===== src/rtl/load_size_ctrl.sv =====
// load_size_ctrl: issues one aligned word read per load, then extracts and extends the addressed byte/halfword/word
module load_size_ctrl #(
  parameter int MEM_LATENCY = 1
) (
  input  logic        clock,
  input  logic        reset,
  input  logic        start,
  input  logic [1:0]  size,
  input  logic        sign_ext,
  input  logic [31:0] addr,
  input  logic [31:0] mem_data,
  output logic [31:0] mem_addr,
  output logic        mem_read,
  output logic        busy,
  output logic        done,
  output logic        err,
  output logic [31:0] out
);
  typedef enum logic [2:0] {IDLE, REQ, WAIT, DONE, ERR} state_t;
  state_t state, nxt;
  logic [3:0] cnt;
  logic [1:0] lane, sz;
  logic sx, illegal, accept, mem_read_d, busy_d, done_d, err_d;
  logic [7:0] b;
  logic [15:0] h;
  logic [31:0] ext;
  assign illegal = size == 2'b00 || (size == 2'b10 && addr[0]) || (size == 2'b11 && addr[1:0] != 2'b00);
  assign accept = state == IDLE && start && !illegal;
  always_comb begin
    nxt = state;
    case (state)
      IDLE:    nxt = start ? (illegal ? ERR : REQ) : IDLE;
      REQ:     nxt = WAIT;
      WAIT:    nxt = cnt == 4'd0 ? DONE : WAIT;
      default: nxt = IDLE;
    endcase
  end
  // outputs are registered, so they are derived from the state being entered
  always_comb begin
    mem_read_d = nxt == REQ;
    busy_d = nxt != IDLE;
    done_d = nxt == DONE || nxt == ERR;
    err_d = nxt == ERR;
  end
  always_comb begin
    b = mem_data[{lane, 3'b000} +: 8];
    h = lane[1] ? mem_data[31:16] : mem_data[15:0];
    ext = sz == 2'b01 ? {{24{sx & b[7]}}, b} : sz == 2'b10 ? {{16{sx & h[15]}}, h} : mem_data;
  end
  always_ff @(posedge clock or negedge reset) begin
    if (!reset) begin
      state <= IDLE;
      cnt <= 4'd0;
      lane <= 2'b00;
      sz <= 2'b00;
      sx <= 1'b0;
      mem_addr <= 32'd0;
      mem_read <= 1'b0;
      busy <= 1'b0;
      done <= 1'b0;
      err <= 1'b0;
      out <= 32'd0;
    end else begin
      state <= nxt;
      mem_read <= mem_read_d;
      busy <= busy_d;
      done <= done_d;
      err <= err_d;
      if (accept) begin
        sz <= size;
        sx <= sign_ext;
        lane <= addr[1:0];
        mem_addr <= {addr[31:2], 2'b00};
      end
      if (state == REQ) cnt <= 4'(MEM_LATENCY - 1);
      else if (state == WAIT && cnt != 4'd0) cnt <= cnt - 4'd1;
      if (state == WAIT && cnt == 4'd0) out <= ext;
    end
  end
endmodule


===== config.mk =====
export PLATFORM = sky130hd
export DESIGN_NAME = load_size_ctrl
export DESIGN_NICKNAME = d
export VERILOG_FILES = /design/src/rtl/load_size_ctrl.sv
export SDC_FILE = /design/constraint.sdc
export NUM_CORES = 1
export LEC_CHECK = 0
export CAP_MARGIN = 20
export CELL_PAD_IN_SITES_DETAIL_PLACEMENT = 2
export CELL_PAD_IN_SITES_GLOBAL_PLACEMENT = 2
export CORE_ASPECT_RATIO = 1.25
export CORE_MARGIN = 2
export CORE_UTILIZATION = 25
export CTS_BUF_LIST = sky130_fd_sc_hd__clkbuf_4 sky130_fd_sc_hd__clkbuf_8 sky130_fd_sc_hd__clkbuf_16
export CTS_CLUSTER_SIZE = 25
export DETAILED_ROUTE_END_ITERATION = 12
export PLACE_DENSITY = 0.82
export SYNTH_ARGS = -nofsm -noshare
export SYNTH_HDL_FRONTEND = slang
export SYNTH_SLANG_ARGS = --single-unit
export TNS_END_PERCENT = 30

===== constraint.sdc =====
create_clock -name clock -period 1.7 [get_ports clock]
set_input_delay 0.255 -clock clock [delete_from_list [all_inputs] [get_ports clock]]
set_output_delay 0.255 -clock clock [all_outputs]
set_load 0.005 [all_outputs]

Word level (Yosys, flattened, before mapping)
Index checks and enable logic that the tools add are counted.
- word-level logic and storage cells: 50
- bits of input ports: 70
- bits in registers: 78
- output and inout bits: 68
- $add $sub $neg: 1
- reductions and logical operators: 17
- shifts and indexed selects: 1
- bitwise logic cells: 2
- muxes and demuxes: 9
- eq/ne operators: 9
- operators by type and width (cell ; number):
    32-bit 2-to-1 mux ; 2
    32-bit by 6-bit indexed part select with 8-bit output ; 1
    16-bit 2-to-1 mux ; 1
    3-bit one-hot mux with 3 select lines ; 1
    4-bit 2-to-1 mux ; 2
    2-bit equality test, second input constant ; 3
    3-bit by 1-bit equality test with 1-bit output, second input constant ; 2
    3-bit by 2-bit equality test with 1-bit output, second input constant ; 2
    1-bit logical AND ; 6
    3-bit 2-to-1 mux ; 2
    4-bit logical NOT ; 1
    2-bit nonzero test ; 2
    4-bit nonzero test ; 1
    4-bit by 1-bit subtractor with 4-bit output, second input constant ; 1
    3-bit equality test, second input constant ; 1
    3-bit logical NOT ; 1
    1-bit logical OR ; 3
    3-bit nonzero test ; 1
    1-bit AND ; 2
    2-bit by 1-bit equality test with 1-bit output, second input constant ; 1
    2-bit logical NOT ; 1
    1-bit logical NOT ; 1
    1-bit 2-to-1 mux ; 1

Depth between registers and ports, before layout
- depth in word-level cells: 9
- mapped depth: 8
- mapped depth without buffers: 6

Worst setup path before layout
Ideal clock, no wire load.
- path kind: reg-to-reg
- from: register cnt[0]
- to: register out[20]
- library setup time: 0.121 ns
- period minus slack after synthesis: 1.657 ns
- stages on the path, launching flop included: 8
- required time: 1.579 ns
- data arrival time: 1.536 ns
- path slack: 0.043 ns
- buffers on the path: 1
- cells stage by stage: dfrtp_1 inv_1 ha_1 nor3b_4 nand3_4 a221oi_4 buf_6 a21oi_2
- cells in the longest elaborated chain, start to end: 2
- ends and longest elaborated chain (element ; line ; RTL):
    from (decl) ; 21 ; logic [3:0] cnt;
    from (signal assigned) ; 75 ; if (state == REQ) cnt <= 4'(MEM_LATENCY - 1);
    from (signal assigned) ; 76 ; else if (state == WAIT && cnt != 4'd0) cnt <= cnt - 4'd1;
    4-bit logical NOT ; 77 ; if (state == WAIT && cnt == 4'd0) out <= ext;
    1-bit logical AND ; 77 ;
    to (signal assigned) ; 77 ;
    to (decl) ; 17 ; output logic [31:0] out
Every way passes these cells.
A chain may end at the register's enable or synchronous reset.

Worst setup path in the final report
- from: register cnt[1]
- to: register out[11]
The elaborated chain is that of the path after synthesis.

==> results.json <==
{
  "register_bit_count_reported_by_yosys": 78,
  "i_o_pins": 138,
  "power_report.internal_total_w": 0.007530,
  "die_y_um": 140.1,
  "power_per_cell_area_nw_per_um2": 1896,
  "cts_htree_levels": 3,
  "grt_pass1_wl_um": 20140,
  "grt_antenna_before_repair": 0,
  "busiest_metal_layer_after_global_routing": "met2",
  "yosysSeqAreaShare_pct": 52.72,
  "overall_via_count_from_detail_route": 3145,
  "tritoncts": "done",
  "gp_congestion": 0.8061,
  "crit_chain": "inv_1 > ha_2 > nor3b_4 > and3_4 > clkbuf_16 > nor2_2 > a21oi_1",
  "drt_wl_total_um": 13310,
  "clock_sinks": 78,
  "rrSetupSlack_ns": -0.05,
  "synth_top_family_by_area": "multiplexers",
  "worst-r2r-cell-count": 7,
  "drtPass1Iterations": 4,
  "finalNetCount": 547,
  "initial_core_util_pct": 25.70,
  "fin_hold_ws_ns": 0.3728,
  "cp_slowest_cell": "dfrtp_1",
  "worst_slew_margin_pct": 57.58,
  "status": "complete, but fails checks",
  "die_w_um": 112.8,
  "power_frac_clock_pct": 19.7,
  "wl_per_cell_um": 20.20,
  "worst_slew_pin_slew_ns": 0.6349,
  "maxCapViolCount": 0,
  "hold_viol_final": 0,
  "layout_commonest_cell": "clkdlybuf4s50_1",
  "crit_path_start": "cnt[1]",
  "end_kind": "flip-flop",
  "design.die.area_sq_um": 15800,
  "cts_buffers": 9,
  "final_cell_mix": "clkdlybuf4s50_1, dfrtp_1, buf_4",
  "period_share_pct": 103.0,
  "synthesis.yosys.warnings": 0,
  "cp-endpoint": "out[11]",
  "cp_data_arrival_time_ns": 2.01,
  "detailedPlacementHpwl_um": 9823,
  "grt_util_met3_pct": 4.587,
  "cell_area_after_technology_mapping_sq_um": 3702,
  "setup_total_negative_slack_ns": -0.1846,
  "buffer_ports.inserted": 135,
  "final_max_slew_viol_count": 0,
  "viasPerCell": 4.772,
  "dpl-instance-area_sq_um": 5558,
  "worst_slack_ns": -0.05175,
  "post_synth_and_or_nand_nor_area_fraction_pct": 10.85,
  "peakVddDrop_mv": 0.6822,
  "setup_violations": 12,
  "synth-edff-count": 0,
  "clockRootBuffer": "clkbuf_16",
  "cp.required_ns": 1.96,
  "first_global_vias": 3678,
  "grt_util_met2_pct": 29.72,
  "area_delta_synth_final_pct": 63.30,
  "use_met1_pct": 18.86,
  "regToRegEndpoint": "out[11]",
  "muxShareOfSynthArea_pct": 19.84,
  "setup_repair_after_global_routing_missed_its_margin": "yes",
  "worst_r2r_startpoint": "cnt[1]",
  "swShare_pct": 34.30,
  "failed_checks": "negative setup slack",
  "worstSkewPairLatency_ns": 0.34,
  "pwr-share-comb_pct": 50.5,
  "classification_of_the_worst_setup_path": "reg -> reg",
  "timing.critical_path.fanout_max": 13,
  "timing.fmax_ghz": 0.5709,
  "ant_nets": 0,
  "grt_max_degree": 30,
  "layout_cells_sized_above_1_pct": 29.52,
  "final_core_utilization_pct": 41.96,
  "yosysUniqueCellTypes": 40,
  "max_stage_delay_ns": 0.39,
  "core_region_area_sq_um": 14410,
  "global_route_congestion_overflow_total": 0,
  "antenna_cells_inserted": 0,
  "final.setup_skew_ns": 0.006654,
  "cell_count_after_synthesis": 298,
  "crit_path_start_kind": "flip-flop",
  "maximum_buffer_depth_of_the_clock_tree": 2,
  "clkTransAtPathRegs_ns": 0.06,
  "finalInstanceArea_sq_um": 6046,
  "leakagePower_nw": 2.543,
  "synth_area_in_compound_gates_pct": 11.49,
  "row_count": 49,
  "synth-async-reset-ratio_pct": 100.0,
  "power_frac_seq_pct": 29.8,
  "min_path_type": "in -> async",
  "layout_min_cycle_time_ns": 1.752,
  "drt_iter0_markers": 84,
  "grt_use_total_pct": 16.47,
  "synthesis.area_per_instance_sq_um": 12.42,
  "total_power_w": 0.01146,
  "xor_xnor_share_of_the_synthesized_area_pct": 1.183,
  "netSwitchingPower_w": 0.003932,
  "synth-main-ff-cell": "dfrtp_1",
  "drcViolationCount": 0,
  "synthAdderAreaFrac_pct": 0.3380
}
[layout make-up]
cell class | count | area [sq um]
tap | 178 | 222.7
clock buffer | 9 | 225.2
fill | 1483 | 8362
clock inverter | 7 | 121.4
inverter | 3 | 11.26
timing repair buffer | 184 | 1829
multi-input combinational | 200 | 1680
sequential | 78 | 1956
[per-layer routing]
metal	wire length (um)	up-vias
li1	-	1409
met1	4912	1598
met2	7222	118
met3	818	20
met4	359	0
met5	0	-
[state kept, by name (all words and copies together), names as in the netlist]
register,cells
state,3
mem_addr,30
err,1
lane,2
busy,1
done,1
sx,1
out,32
mem_read,1
cnt,4
sz,2
[cell usage after synthesis, types with 2 or more instances]
library cell  instances  share of area (%)
a22oi_1               8                1.6
a21oi_2              11                2.6
mux2i_1               9                2.4
dfrtp_1              78                 53
xnor2_1               5                1.2
and4b_1               2               0.54
mux4_2                7                4.3
inv_1                 3               0.30
mux2_1                9                2.7
clkbuf_1              4               0.41
buf_2                 4               0.54
buf_4                 8                1.6
buf_6                 2               0.61
o21ai_0               7               0.95
a22o_1                9                2.1
nand2_1              24                2.4
nor2_4                3               0.91
o21ai_1               3               0.41
a21oi_1              17                2.3
nor2b_1               4               0.68
mux2_2               33                 10
nor2_1               30                3.0
[timing repair]
action | in CTS | in global routing
gates resized for setup | 3 | 14
buffers inserted | 1 | 2
setup endpoints to repair | 18 | 31
cloned | 0 | 2
endpoints found under the hold margin | 20 | 0
pin swaps | 0 | 1
hold buffers | 1 | 0
[power groups by stage]
stage,clock [W],sequential [W],combinational [W]
6_report,0.00226,0.00342,0.00578
5_1_grt,0.00241,0.00356,0.00626
4_1_cts,0.00231,0.00340,0.00559
3_5_place_dp,0,0.00342,0.00554
3_3_place_gp,0,0.00335,0.00532
2_1_floorplan,0,0.00330,0.00258
[per-stage QoR]
step,setup slack [ns],std cells
after floorplan,0.04326,299
after global placement,-0.1500,637
after detailed placement,-0.2145,637
after CTS,-0.009205,655
after global routing,-0.1510,659
final,-0.05175,659
[logic make-up after synthesis]
family / Yosys count
and+or+nand+nor: 74
other: 1
adders and majority gates: 1
AOI/OAI and AO/OA: 59
buffers and inverters: 21
xor gates and xnor gates: 5
muxes: 59
DFF: 78
[how the worst min path moves through the flow]
stage / cells past startpoint / slack (ns) / end
2_1_floorplan: 0 / -0.04 / busy
4_1_cts: 2 / 0.39 / mem_read
5_1_grt: 2 / 0.40 / mem_read
3_3_place_gp: 1 / 0.19 / out[2]
3_5_place_dp: 1 / 0.20 / out[15]
6_report: 2 / 0.37 / mem_read
[worst max-delay path, delay by kind of cell (launching register included)]
kind            cells  cell delay [ns]
buf+inv             2             0.27
simple gates        3             0.68
fa+ha+maj           1             0.17
compound gates      1             0.15
flops               1             0.39
Note: power is estimated with default switching activity, not from simulation.
